File: config.mk
export PLATFORM = sky130hd
export DESIGN_NAME = sdram_arbit
export DESIGN_NICKNAME = d
export VERILOG_FILES = /design/src/rtl/sdram_pkg.sv /design/src/rtl/sdram_arbit.sv
export SDC_FILE = /design/constraint.sdc
export NUM_CORES = 1
export LEC_CHECK = 0
export ABC_AREA = 1
export BUFFER_PORTS_ARGS = -buffer_cell sky130_fd_sc_hd__buf_2
export CAP_MARGIN = 20
export CORE_ASPECT_RATIO = 1.5
export CORE_MARGIN = 2
export CORE_UTILIZATION = 41
export CTS_CLUSTER_DIAMETER = 30
export DETAILED_ROUTE_END_ITERATION = 10
export GPL_ROUTABILITY_DRIVEN = 0
export PLACE_DENSITY_LB_ADDON = 0.05
export SLEW_MARGIN = 20
export SYNTH_ARGS = -nofsm -noshare
export SYNTH_HDL_FRONTEND = slang
export SYNTH_SLANG_ARGS = --single-unit
export TNS_END_PERCENT = 1
File: constraint.sdc
create_clock -name s_clk -period 1.9 [get_ports s_clk]
set_input_delay 0.38 -clock s_clk [delete_from_list [all_inputs] [get_ports s_clk]]
set_output_delay 0.38 -clock s_clk [all_outputs]
set_load 0.02 [all_outputs]
File: src/rtl/sdram_pkg.sv
// Shared constants for the SDRAM controller: command encodings, arbiter
// state encodings and bus widths.
package sdram_pkg;

    localparam int ADDR_W = 12;
    localparam int BANK_W = 2;

    typedef logic [3:0]        sdram_cmd_t;
    typedef logic [ADDR_W-1:0] sdram_addr_t;
    typedef logic [BANK_W-1:0] sdram_bank_t;

    // {cs_n, ras_n, cas_n, we_n}
    localparam sdram_cmd_t CMD_NOP     = 4'b0111;
    localparam sdram_cmd_t CMD_PRECHAR = 4'b0010;
    localparam sdram_cmd_t CMD_AREF    = 4'b0001;
    localparam sdram_cmd_t CMD_ACTIVE  = 4'b0011;
    localparam sdram_cmd_t CMD_WRITE   = 4'b0100;
    localparam sdram_cmd_t CMD_READ    = 4'b0101;
    localparam sdram_cmd_t CMD_MRS     = 4'b0000;

    localparam logic [2:0] S_INIT  = 3'd0;
    localparam logic [2:0] S_ARBIT = 3'd1;
    localparam logic [2:0] S_AREF  = 3'd2;
    localparam logic [2:0] S_WRITE = 3'd3;
    localparam logic [2:0] S_READ  = 3'd4;

    function automatic logic is_grant(input logic [2:0] st);
        return (st == S_AREF) || (st == S_WRITE) || (st == S_READ);
    endfunction

endpackage

File: src/rtl/sdram_arbit.sv
// Central SDRAM bus sequencer: holds the pins for the init engine, then
// time-shares the command/address bus between refresh, write and read engines.
module sdram_arbit
    import sdram_pkg::*;
#(
    parameter int         MAX_BUSY = 1023,
    parameter sdram_cmd_t NOP      = CMD_NOP
) (
    input  logic              s_clk,
    input  logic              s_rst_n,
    input  logic              flag_init_end,
    input  logic [3:0]        init_cmd,
    input  logic [ADDR_W-1:0] init_addr,
    input  logic              req_aref,
    input  logic              end_aref,
    input  logic [3:0]        aref_cmd,
    input  logic [ADDR_W-1:0] aref_addr,
    input  logic              req_wr,
    input  logic              end_wr,
    input  logic [3:0]        wr_cmd,
    input  logic [ADDR_W-1:0] wr_addr,
    input  logic [BANK_W-1:0] wr_bank,
    input  logic              req_rd,
    input  logic              end_rd,
    input  logic [3:0]        rd_cmd,
    input  logic [ADDR_W-1:0] rd_addr,
    input  logic [BANK_W-1:0] rd_bank,
    output logic              en_aref,
    output logic              en_wr,
    output logic              en_rd,
    output logic              sdram_cke,
    output logic [3:0]        sdram_cmd,
    output logic [ADDR_W-1:0] sdram_addr,
    output logic [BANK_W-1:0] sdram_bank,
    output logic              err_timeout
);

    localparam int CNT_W = $clog2(MAX_BUSY + 1);
    localparam logic [CNT_W-1:0] CNT_LAST = CNT_W'(MAX_BUSY - 1);
    localparam logic [CNT_W-1:0] CNT_MAX  = CNT_W'(MAX_BUSY);

    logic [2:0]       state;
    logic [2:0]       state_nxt;
    logic [CNT_W-1:0] cnt_busy;
    logic             last_wr;
    logic             end_cur;
    logic             timeout;
    logic             in_grant;

    assign in_grant = is_grant(state);

    always_comb begin
        // NOTE: every always_comb output gets a default first so no path leaves it unassigned and infers a latch.
        end_cur = 1'b0;
        case (state)
            S_AREF:  end_cur = end_aref;
            S_WRITE: end_cur = end_wr;
            S_READ:  end_cur = end_rd;
            default: end_cur = 1'b0;
        endcase
    end

    // A completion in the same cycle as the watchdog limit takes precedence.
    assign timeout = in_grant && (cnt_busy == CNT_LAST) && !end_cur;

    always_comb begin
        state_nxt = state;
        case (state)
            S_INIT: begin
                if (flag_init_end)
                    state_nxt = S_ARBIT;
            end
            S_ARBIT: begin
                if (req_aref)
                    state_nxt = S_AREF;
                else if (req_wr && req_rd)
                    state_nxt = last_wr ? S_READ : S_WRITE;
                else if (req_wr)
                    state_nxt = S_WRITE;
                else if (req_rd)
                    state_nxt = S_READ;
            end
            S_AREF, S_WRITE, S_READ: begin
                if (end_cur || timeout)
                    state_nxt = S_ARBIT;
            end
            default: state_nxt = flag_init_end ? S_ARBIT : S_INIT;
        endcase
    end

    // Grants are registered together with the state so en_x tracks state == X exactly.
    always_ff @(posedge s_clk or negedge s_rst_n) begin
        if (!s_rst_n) begin
            // NOTE: sequential state uses non-blocking assignments so every register samples pre-edge values.
            state       <= S_INIT;
            en_aref     <= 1'b0;
            en_wr       <= 1'b0;
            en_rd       <= 1'b0;
            sdram_cke   <= 1'b0;
            err_timeout <= 1'b0;
            last_wr     <= 1'b0;
            cnt_busy    <= '0;
        end else begin
            state     <= state_nxt;
            en_aref   <= (state_nxt == S_AREF);
            en_wr     <= (state_nxt == S_WRITE);
            en_rd     <= (state_nxt == S_READ);
            sdram_cke <= 1'b1;

            if (state == S_ARBIT && state_nxt == S_WRITE)
                last_wr <= 1'b1;
            else if (state == S_ARBIT && state_nxt == S_READ)
                last_wr <= 1'b0;

            if (timeout)
                err_timeout <= 1'b1;

            if (!in_grant)
                cnt_busy <= '0;
            else if (cnt_busy != CNT_MAX)
                cnt_busy <= cnt_busy + 1'b1;
        end
    end

    // Engines register their own outputs, so the pin mux is purely combinational.
    always_comb begin
        sdram_cmd  = NOP;
        sdram_addr = '0;
        sdram_bank = '0;
        case (state)
            S_INIT: begin
                sdram_cmd  = init_cmd;
                sdram_addr = init_addr;
            end
            S_AREF: begin
                sdram_cmd  = aref_cmd;
                sdram_addr = aref_addr;
            end
            S_WRITE: begin
                sdram_cmd  = wr_cmd;
                sdram_addr = wr_addr;
                sdram_bank = wr_bank;
            end
            S_READ: begin
                sdram_cmd  = rd_cmd;
                sdram_addr = rd_addr;
                sdram_bank = rd_bank;
            end
            default: sdram_cmd = NOP;
        endcase
    end

endmodule

After elaboration in Yosys (flattened, before gate mapping)
Cells that the tools add are included.
Widths: inputs -> output; s select.
{ "word_totals": {"regBits": 19, "in_bits": 77, "out_inout_bits": 23, "wordCells": 48} }
{ "op_classes": {"n_addsub": 1, "n_eq_ne": 10, "muxes": 17, "reduce_logical": 12} }
{ "op_table": {"columns": ["operator", "n"], "rows": [
  ["$pmux 12 s4", 1],
  ["$mux 3", 7],
  ["$mux 10", 2],
  ["$pmux 4 s4", 1],
  ["$eq 3x2->1 const B", 4],
  ["$add 10x1->10 const B", 1],
  ["$eq 10x10->1 const B", 1],
  ["$ne 10x10->1 const B", 1],
  ["$pmux 3 s3", 1],
  ["$eq 3x3->1 const B", 2],
  ["$logic_and 1x1->1", 5],
  ["$pmux 2 s2", 1],
  ["$eq 3x1->1 const B", 1],
  ["$logic_not 3->1", 1],
  ["$logic_or 1x1->1", 3],
  ["$mux 1", 3],
  ["$pmux 1 s3", 1],
  ["$reduce_or 3->1", 1],
  ["$ne 2x1->1 const B", 1],
  ["$reduce_bool 2->1", 1],
  ["$logic_not 1->1", 1]
]} }

Depth between registers and ports, before layout
Gate-level depths: netlist of the first run.
{ "depth": {"depth_word": 12, "ltp_mapped": 10, "ltp_nobuf": 10} }

Least setup slack after synthesis of the first run
No wires, ideal clock.
{ "synth_path": {"path_kind": "register to output", "start": "register state[1]", "end": "output port sdram_addr[0]", "arrival_time_ns": 1.362, "t_required_ns": 1.520, "slack_ns": 0.158, "path_stages_with_launch": 7, "n_path_buf": 1, "cell_sequence": "dfrtp_1 > nor2_2 > nand2_2 > inv_2 > clkbuf_1 > nand2_1 > nand4_1"} }
{ "synth_via": {"elab_chain_cells": 2, "elab_cells_between_ends": 5, "classes_between": "eq/ne: 3; mux: 1; reduce/logical: 1"} }
{ "synth_rtl": {"columns": ["element", "line_no", "rtl"], "rows": [
  ["start: declaration", "sdram_arbit.sv:42", "logic [2:0] state;"],
  ["start signal: assignment", "sdram_arbit.sv:104", "state <= state_nxt;"],
  ["$eq 3x3->1 (tied with other cells)", "sdram_arbit.sv:130", "case (state)"],
  ["$pmux 12 s4 (*)", "sdram_arbit.sv:130", null],
  ["end: declaration", "sdram_arbit.sv:33", "output logic [ADDR_W-1:0] sdram_addr,"]
]} }
Every way passes the cells marked *; elsewhere a longest branch is shown, timed or not.

Worst setup path after layout of the first run
{ "layout_path": {"start": "register state[0]", "end": "output port sdram_addr[10]"} }
The elaborated chain is that of the path after synthesis.

==> impl_summary.md, run 1 <==
Status
The run finished, with violations left. The final reports fail on negative setup slack.

Setup path
For the worst setup path, the data required time is between 1.5 and 2 ns. In this run the critical register-to-register path is launched from state[0]. Of all nets on the critical path, the largest fanout is 8. The category of the worst setup path launch point is a flip-flop.

The highest cell delay on the worst timing path is between 0.4 and 0.5 ns. The cell with the largest stage delay on the worst path is dfrtp_1. STA classifies the critical path endpoint as an output port. The critical path depth in cells is 7.

The critical path goes through nor2_4 > inv_2 > nor2_4 > buf_6 > nand2_1 > nand4_1 > buf_6. The beginning of the critical path is state[0]. The critical path contains buffers and inverters numbering 3 combined. The cell class contributing the biggest share of worst-path delay is simple AND/OR/NAND/NOR gates.

The number of cells on the worst reg-to-reg path is 8. Data arrives at the worst endpoint at roughly 1.5 ns. The type of the worst setup path is reg2out.

Global route
The combined global-route utilization of all metal layers is 22.15%. The first global-routing pass estimated between 6000 and 7000 um of wire. The initial antenna violation count is 0. The maximum number of pins on one net before global-route repair is 20. Summed over all layers, the global routing overflow is 0. The via count of the first global-routing pass is approximately 1,600.

STA
The worst path uses 100.6% of the clock period. Adding up every negative setup slack in the final design gives -0.01471 ns. The final worst clock skew is 0.001372 ns. The smallest clock period supported by the final layout is computed as 1.912 ns.

Setup violations remaining at the end of the flow were counted as 2. The minimum setup slack in the final design is -0.01166 ns. The number of max-slew violations in the final report was 0. The final hold violation count came to 0. Setup repair after global routing could not meet its margin everywhere. Timing would allow up to about 520 MHz.

Power
The power per cell area is 1436 mW/mm^2. The cell leakage power is between 1 and 1.5 nW. The worst-case vdd ir drop is 936.0 uV.

Power comes to about 3.1 mW.

Clock network
The clock transition time at the flip-flop clock pins of the worst setup and hold paths is 0.07 ns. The maximum clock path buffer count is 2. Clock tree synthesis inserted a total of 3 buffers. The TritonCTS clock tree is yes. The buffer type at the clock tree root is clkbuf_8. For the worst-skew pair, the clock arrives at the later sink with an insertion delay of about 0.25 ns. CTS built an H-tree with a depth of 1.

The clock sink total is 19. Hold repair after CTS inserted 0 buffers.

Cells and area
The share of layout cells above drive strength 1 is between 40% and 50%. Leaving out fill and tap cells, the most frequent cells in the layout are buf_2 (81), nand2_1 (71), dfrtp_1 (17), inv_1 (15), nand4_1 (15). The library cell used most frequently in the layout, excluding fill and tap cells, is buf_2.

The multi-input gate area in the final layout is between 800 and 900 um^2. 0 antenna diodes ended up in the layout. In the final design database the tool counted between 300 and 400 nets. The layout overhead on the synthesized area is 57.96%. The end-of-flow core utilization is 68.08%. Registers take roughly 480 um^2. The fill cell instance count of the final layout is about 290.

Detailed routing
The DRC violation total after the first TritonRoute iteration is 40. After detailed routing, the number of vias per cell comes to about 5. In the routed design, unresolved DRC markers number 0. The wire length the detailed router placed on met1 is between 1500 and 2000 um. The highest routing layer actually used is met4. The post-route antenna net violation count is 0. The met2 wirelength from detailed routing is around 2400 um. The total routed wirelength is roughly 4500 um. In the final routed layout, each cell accounts on average for approximately 13 um. The sum of met3 wire segment lengths after detailed routing is 367 um. The number of detailed-route iterations in the first pass is 4.

Across all layers, the routed design uses about 1,800 vias.

Place
The worst setup timing slack at the placement stage is 0.1332 ns. After legalization and detailed placement, the total HPWL measured between 3000 and 4000 um. The number of input and output port buffers inserted is about 100.

Die
The floorplan has 25 rows. The vertical extent of the die is around 75 um. The initial core utilization is about 43%. The horizontal die dimension is a little over 50 um.

The floorplan step defined a core boundary enclosing between 0.003 and 0.004 mm^2. The boundary pin count is 100. The die footprint is ~0.0038 mm^2.

Yosys
The number of nets handed over by synthesis was 281. Synthesis produced a netlist whose cell count is between 200 and 250. Dividing the synthesized area by the synthesized cell count gives just under 7 um^2. The combined area of all synthesized cells is 0.001375 mm^2. The synthesized design contains 19 register bits. Of the synthesized area, sequential elements account for about a third. The Yosys step of the flow raised 0 warnings. Yosys mapped the design onto 30 distinct sky130hd cell types.

Worst hold path
In this run the worst hold path is classified as in2async.

Flow run
The max-capacitance violation count is 0.
metrics by stage:
| stage | hold slack [ns] | cells | instance area, um^2 |
|---|---|---|---|
| 6_report | 0.05280 | 350 | 2172 |
| 3_3_place_gp | 0.3391 | 342 | 1962 |
| 5_1_grt | 0.09074 | 350 | 2172 |
| 2_1_floorplan | 0.08441 | 202 | 1375 |
| 4_1_cts | 0.06466 | 350 | 2085 |
| 3_5_place_dp | 0.3393 | 342 | 1962 |
sequential cells by signal, indices dropped and copies added, names as in the netlist:
name	count
cnt_busy	10
state	3
en_aref	1
en_rd	1
en_wr	1
err_timeout	1
last_wr	1
sdram_cke	1
kinds of logic after synthesis:
kind of cell	count (synthesis)	synth area share, %
adders and majority gates	2	1.820
buffers and inverters	23	6.733
and+or+nand+nor	126	42.04
xor gates and xnor gates	2	1.274
other	1	0.2727
AOI/OAI and AO/OA	29	13.28
DFF	19	34.58
routing by layer:
metal | GRT usage [%] | vias up
met5 | 0 | -
met4 | 6.433 | 0
met3 | 4.762 | 5
met2 | 42.28 | 72
met1 | 24.40 | 796
li1 | - | 889
Yosys cell counts:
master / number / area share (%)
nand2_4: 2 / 1.6
nor2_1: 15 / 4.1
o21ai_2: 1 / 0.64
xor2_1: 1 / 0.64
o21a_1: 2 / 1.1
inv_2: 2 / 0.55
nand3_1: 13 / 4.7
o21ai_0: 9 / 3.3
a22o_1: 4 / 2.5
a211oi_1: 1 / 0.55
nand2_1: 71 / 19
dfrtp_1: 19 / 35
inv_1: 17 / 4.6
nor3b_1: 1 / 0.55
a31oi_1: 1 / 0.46
nor3_1: 2 / 0.73
conb_1: 1 / 0.27
a22oi_1: 1 / 0.55
nor2_4: 1 / 0.82
clkbuf_1: 1 / 0.27
buf_2: 2 / 0.73
nand2_2: 2 / 0.91
ha_1: 2 / 1.8
buf_4: 1 / 0.55
xnor2_1: 1 / 0.64
nor2_2: 2 / 0.91
a21oi_1: 7 / 2.5
nand3_2: 2 / 1.5
o31ai_1: 3 / 1.6
nand4_1: 15 / 6.8
worst register-to-register path, delay by kind of cell (launching register included):
family                 cells  cell delay, ns
AND/OR/NAND/NOR            4            0.56
buffers and inverters      3            0.34
flip-flops                 1            0.43
AO/OA/AOI/OAI              1            0.19
layout make-up:
class / instances / share of cell area (%)
sequential: 19 / 22.00
timing repair buffer: 108 / 31.05
clock buffer: 4 / 2.074
multi-input combinational: 160 / 39.06
tap: 40 / 2.304
inverter: 19 / 3.514
path summary, 6_finish.rpt:
path / end / slack (ns)
worst max-delay path: sdram_addr[10] / -0.01
worst min-delay path: en_aref / 0.05
worst max register to register: last_wr / 0.26
worst min register to register: err_timeout / 0.47
max in group asynchronous: state[2] / 1.53
min in group s_clk: state[0] / 0.43
where the power goes:
part | internal, mW | switching (mW) | leakage (nW)
logic | 0.980 | 1.29 | 0.864
clock network | 0.149 | 0.125 | 0.0228
registers | 0.492 | 0.0857 | 0.244
timing repair:
| item | CTS | global route |
|---|---|---|
| pin swaps | 1 | 4 |
| resized for setup | 16 | 29 |
| endpoints found under the setup margin | 18 | 18 |
| setup buffers | 3 | 0 |
| cloned | 1 | 0 |
No activity file was read; power rests on OpenSTA's default activity.
==> inputs of run 2 (changes only) <==
==> constraint.sdc (replaced) <==
create_clock -name s_clk -period 1.9 [get_ports s_clk]
set_input_delay 0.095 -clock s_clk [delete_from_list [all_inputs] [get_ports s_clk]]
set_output_delay 0.095 -clock s_clk [all_outputs]
set_load 0.02 [all_outputs]
==> run 2 against run 1 <==
The run now ends clean; clock skew hardly changed; first-iteration DRC count grew 30%; sequential power fell by 3%; register-to-register slack improved by 0.10 ns; non-clock buffer count down 4.
==> impl_summary.md, run 2 (synthesis gave the netlist of run 1 again) <==
Clock network
The TritonCTS clock tree is yes. The clock sink total is 19 (unchanged). The number of post-CTS setup repair buffers is 0 (-3). The clock buffer count from CTS is 3 (unchanged). The root buffer cell chosen for the clock tree is clkbuf_8. The deepest level of the CTS H-tree came to 1 (unchanged). The clock transition time at the flip-flop clock pins of the worst setup and hold paths is 0.06 ns (about the same). The maximum clock path buffer count came to 2 (unchanged). The clock latency on the worst-skew pair is 0.25 ns (about the same).

STA
Setup repair after global routing left no endpoint under its margin. The post-route fraction of the period consumed by the critical path is 92.95% (-7.7 points). The number of max-slew violations in the final report is 0 (unchanged). The total of endpoints with negative setup slack in the final report is 0 (-2). The maximum clock frequency came to 566.3 MHz (+8.3%).

The shortest clock period the worst path allows after layout is 1.766 ns (-0.1457 ns). The minimum setup slack in the final design is 0.1340 ns (+0.1457 ns). The final worst clock skew is 0.001382 ns (+0.000009990 ns). The final hold violation count is 0 (unchanged).

The setup total negative slack is 0 ns (+0.01471 ns). The minimum hold slack is 0.1460 ns (+0.09315 ns).

Setup path
The critical path data arrival time came to 1.67 ns (+0.14 ns). The largest fanout on the critical path was 18 (+10). By startpoint and endpoint, the worst setup path is classified as reg2out. STA classifies the critical path startpoint as a flip-flop. STA classifies the critical path endpoint as an output port. The worst endpoint required time was 1.80 ns (+0.28 ns).

Place
The post-DP HPWL was 3368 um (+0.16%). The number of input and output port buffers inserted is 99 (unchanged). The worst setup timing slack at the placement stage is 0.2866 ns (+0.1534 ns).

Cells and area
The most common library cell in the layout ignoring fill and taps is buf_2. The final antenna diode count is 0 (unchanged). The top register by number of flip-flops is cnt_busy. The library cells used most frequently in the layout, excluding fill and tap cells, are buf_2 (99), nand2_1 (71), dfrtp_1 (19), inv_1 (17).

The end-of-flow core utilization was 62.35% (-5.7 points). The largest registers in the layout are cnt_busy (10), state (3). The share of layout cells above drive strength 1 is 38.56% (-4.0 points). The number of nets in the final layout is 386 (-1.0%). The layout overhead on the synthesized area is 44.68%. The number of flip-flops under the largest register name was 10 (unchanged).

Global route
The combined global-route utilization of all metal layers is 20.96% (-1.2 points). The routing usage on met1 is 22.67% (-1.7 points). The maximum number of pins on one net before global-route repair is 20 (unchanged). The total congestion overflow after global routing came to 0 (unchanged). The most congested layer reported by global routing is met2. The wire length of the first global-routing pass is 6244 um (-5.2%).

The via count of the first global-routing pass came to 1,531 (-2.5%). The met3 track utilization from global routing was 3.968% (-0.79 points). The met2 usage is 40.69% (-1.6 points). The initial antenna violation count is 0 (unchanged).

Detailed routing
The post-detailed-route wirelength per cell is 11.97 um (-7.1%). The post-route DRC violation count is 0 (unchanged). The number of detailed-route iterations in the first pass was 4 (unchanged). The DRC violation total after the first TritonRoute iteration is 52 (+30%).

The total routed wirelength is 4143 um (-8.1%). The overall via count from detail_route was 1,705 (-3.2%). The via count normalized by instance count is 4.928 (-2.1%). The post-route antenna net violation count is 0 (unchanged).

Die
The die footprint came to 0.003843 mm^2 (unchanged). The row count is 25 (unchanged). The horizontal die dimension is 51.29 um (unchanged). The vertical extent of the die is 74.93 um (unchanged).

The core outline area is 0.003191 mm^2 (unchanged). The initial core utilization is 43.10% (unchanged). The boundary pin count is 100 (unchanged).

Power
The cell leakage power is 1.068 nW (-5.6%). The power per cell area is 1316 mW/mm^2 (-8.4%). The worst-case vdd ir drop came to 1042 uV (+11%).

The total power of the final layout is 2.618 mW (-16%).

Flow run
The max-capacitance violation count is 0 (unchanged).

Worst hold path
The min-delay analysis places its worst path in the category in2reg.

Status
The flow ran to the end, and the final reports show no timing, DRC or antenna violations.
run 2: repair_timing:
item,4_1_cts,5_1_grt
endpoints found under the hold margin,19,0
setup endpoints to repair,0,12
hold buffers,1,0
resized for setup,0,1
run 2: where the power goes:
group,total (mW),leakage [nW],internal [mW],switching [mW]
clock network,0.275,0.0228,0.149,0.126
registers,0.559,0.247,0.488,0.0709
logic,1.78,0.798,0.628,1.16
total,2.62,1.07,1.26,1.35
run 2: cell type report:
type | instances | area, um^2
timing repair buffer | 104 | 535.5
inverter | 19 | 71.32
fill | 310 | 1201
multi-input combinational | 160 | 812.0
sequential | 19 | 475.5
tap | 40 | 50.05
clock buffer | 4 | 45.04
run 2: worst paths after layout:
path                               start           end  slack [ns]  cells past startpoint
setup reg to reg             cnt_busy[5]   cnt_busy[1]        0.36                      7
min in group asynchronous        s_rst_n       last_wr        0.30                      2
hold reg to reg              err_timeout   err_timeout        0.46                      2
max in group asynchronous        s_rst_n   cnt_busy[9]        1.31                      2
hold / removal             flag_init_end      state[0]        0.15                      3
setup / recovery                state[1]  sdram_cmd[0]        0.13                      7
run 2: stage by stage:
| step | std cells | instance area [um^2] |
|---|---|---|
| 3_3_place_gp | 341 | 1929 |
| 3_5_place_dp | 341 | 1929 |
| 4_1_cts | 346 | 1984 |
| 2_1_floorplan | 202 | 1375 |
| 6_report | 346 | 1989 |
| 5_1_grt | 346 | 1989 |
run 2: critical path, cell delays in order (launching register included):
cell	delay (ns)
dfrtp_1	0.46
nor2_2	0.18
nand2_2	0.09
inv_2	0.24
a22o_1	0.17
a21oi_1	0.04
nand3_1	0.06
buf_2	0.16
run 2: routing by layer:
metal	routed length [um]	up-vias	share of wire, %
met3	346	4	8.4
met4	49	0	1.2
li1	-	881	-
met1	1584	752	38
met2	2162	68	52
met5	0	-	0
==> inputs of run 3 (changes only) <==
--- a/config.mk
+++ b/config.mk
@@ -9,8 +9,8 @@
 export BUFFER_PORTS_ARGS = -buffer_cell sky130_fd_sc_hd__buf_2
 export CAP_MARGIN = 20
 export CORE_ASPECT_RATIO = 1.5
-export CORE_MARGIN = 2
-export CORE_UTILIZATION = 41
+export CORE_MARGIN = 4
+export CORE_UTILIZATION = 44
 export CTS_CLUSTER_DIAMETER = 30
 export DETAILED_ROUTE_END_ITERATION = 10
 export GPL_ROUTABILITY_DRIVEN = 0
==> constraint.sdc (replaced) <==
create_clock -name s_clk -period 2.13 [get_ports s_clk]
set_input_delay 0.1065 -clock s_clk [delete_from_list [all_inputs] [get_ports s_clk]]
set_output_delay 0.1065 -clock s_clk [all_outputs]
set_load 0.02 [all_outputs]
==> run 3 against run 2 <==
Via count is 2.8% higher; non-clock buffer count is 2 lower; wire length is 11% higher; critical path type unchanged; highest routed layer unchanged.
==> impl_summary.md, run 3 (synthesis gave the netlist of run 1 again) <==
Die
The die footprint is 0.004102 mm^2 (+6.7%). The initial core utilization was 46.73% (+3.6 points). The vertical extent of the die is 76.47 um (+2.0%).

The row count was 24 (-4.0%). The horizontal die dimension is 53.65 um (+4.6%). The core outline area is 0.002943 mm^2 (-7.8%). The boundary pin count was 100 (unchanged).

Cells and area
The layout overhead on the synthesized area is 43.13%. The final cell count without fillers is 343 (-0.87%). The top register by number of flip-flops is cnt_busy. The library cell used most frequently in the layout, excluding fill and tap cells, is buf_2. The number of flip-flops under the largest register name is 10 (unchanged).

The largest registers in the layout are cnt_busy (10), state (3). In the layout the commonest cells are buf_2 (99), nand2_1 (71), dfrtp_1 (19), inv_1 (17). The final antenna diode count is 0 (unchanged). The number of nets in the final layout is 384 (-0.52%). The share of layout cells above drive strength 1 was 38.16% (-0.40 points).

Power
The power per cell area is 1175 mW/mm^2 (-11%). The worst-case vdd ir drop came to 748.5 uV (-28%). The cell leakage power is 1.057 nW (-1.0%). The total power of the final layout is 2.313 mW (-12%).

Global route
The via count of the first global-routing pass is 1,554 (+1.5%). The maximum number of pins on one net before global-route repair is 20 (unchanged). The wire length of the first global-routing pass was 7038 um (+13%). The initial antenna violation count is 0 (unchanged). The combined global-route utilization of all metal layers came to 21.71% (+0.76 points). The total congestion overflow after global routing is 0 (unchanged).

Clock network
The post-CTS resize count is 0 (unchanged). The deepest level of the CTS H-tree was 1 (unchanged). The number of hold buffers added after cts was 1 (unchanged).

The maximum clock path buffer count is 2 (unchanged). The clock transition time at the flip-flop clock pins of the worst setup and hold paths is 0.06 ns (about the same). The cell sitting at the root of the clock tree is a clkbuf_8. The clock latency on the worst-skew pair is 0.25 ns (about the same). The number of post-CTS setup repair buffers came to 0 (unchanged). The TritonCTS clock tree is yes. The clock sink total came to 19 (unchanged).

The clock buffer count from CTS was 3 (unchanged).

Setup path
The worst endpoint required time was 2.02 ns (+0.22 ns). The largest fanout on the critical path is 10 (-8). The critical path is of the reg2out type. The nature of the critical path endpoint is an output port.

The critical path data arrival time is 1.81 ns (+0.14 ns). STA classifies the critical path startpoint as a flip-flop.

STA
In the finished design, the share of the clock period the worst path needs comes to between 80% and 90%. The number of max-slew violations in the final report is 0 (unchanged). The worst pin sits at a relative slew slack of between 60% and 70%. For the pin with the worst max-slew slack, the measured transition is 0.5192 ns. Setup repair after global routing left no endpoint under its margin. The total of endpoints with negative setup slack in the final report is 0 (unchanged). The final worst clock skew is 0.001462 ns (+0.00007922 ns). The setup total negative slack is 0 ns (unchanged). For this run, the top clock speed supported by timing is 522.9 MHz. The clock period could shrink to 1.913 ns. The final hold violation count came to 0 (unchanged).

Flow run
The max-capacitance violation count is 0 (unchanged).

Detailed routing
The post-route antenna net violation count is 0 (unchanged). The post-route DRC violation count is 0 (unchanged). The total routed wirelength was 4601 um (+11%). The overall via count from detail_route is 1,753 (+2.8%).

The via count normalized by instance count is 5.111 (+3.7%). The DRC violation total after the first TritonRoute iteration is 33 (-37%). The post-detailed-route wirelength per cell was 13.41 um (+12%). The number of detailed-route iterations in the first pass came to 4 (unchanged).

Status
The run finished with clean final reports.

Worst hold path
The worst hold-check path type is in2reg.

Place
The number of input and output port buffers inserted is 99 (unchanged). The post-DP HPWL was 3801 um (+13%). The placed cell count was 338 (-0.88%).
==> run 3: cell count changes in the layout (fill, tap and decap cells not counted), sizes merged <==
cell  change
buf       -2
==> run 3: area by class of cell <==
type                       count  area [um^2]
inverter                      19        71.32
tap                           39        48.80
multi-input combinational    160        807.0
sequential                    19        475.5
fill                         288        974.7
timing repair buffer         102        520.5
clock buffer                   4        45.04
==> run 3: power breakdown <==
part / switching, mW / internal, mW / total (mW)
combinational: 1.04 / 0.532 / 1.57
sequential: 0.0656 / 0.436 / 0.501
clock: 0.106 / 0.133 / 0.239
==> run 3: layer usage <==
metal / global-route usage [%] / vias up / wire length (um)
met1: 24.17 / 799 / 1744
li1: - / 880 / -
met5: 0 / - / 0
met2: 40.79 / 67 / 2407
met3: 3.914 / 7 / 389
met4: 3.836 / 0 / 60
==> run 3: stage by stage <==
stage	cell area [um^2]	util (%)	worst slack (ns)	hold slack, ns
2_1_floorplan	1375	-	0.6618	-0.1891
3_3_place_gp	1913	65.01	0.4984	0.06212
3_5_place_dp	1913	65.01	0.4956	0.05817
4_1_cts	1968	66.88	0.2166	0.1742
5_1_grt	1968	66.88	0.1003	0.1870
6_report	1968	66.88	0.2175	0.1760
==> run 3: path summary, 6_finish.rpt <==
kind                          startpoint            end  slack [ns]  depth (start not counted)
max                             state[2]  sdram_addr[2]        0.22                          7
min                        flag_init_end       state[0]        0.18                          3
max reg2reg                  cnt_busy[5]    cnt_busy[1]        0.58                          7
min reg2reg                  err_timeout    err_timeout        0.47                          2
max in group asynchronous        s_rst_n          en_rd        1.51                          2
min in group asynchronous        s_rst_n    cnt_busy[0]        0.33                          2
==> run 3: worst max-delay path: stages, from the launching register on <==
cell,delay [ns]
dfrtp_1,0.43
inv_2,0.14
nand2_4,0.09
nor2_2,0.29
buf_4,0.24
nand2_1,0.07
nand4_1,0.11
buf_2,0.18
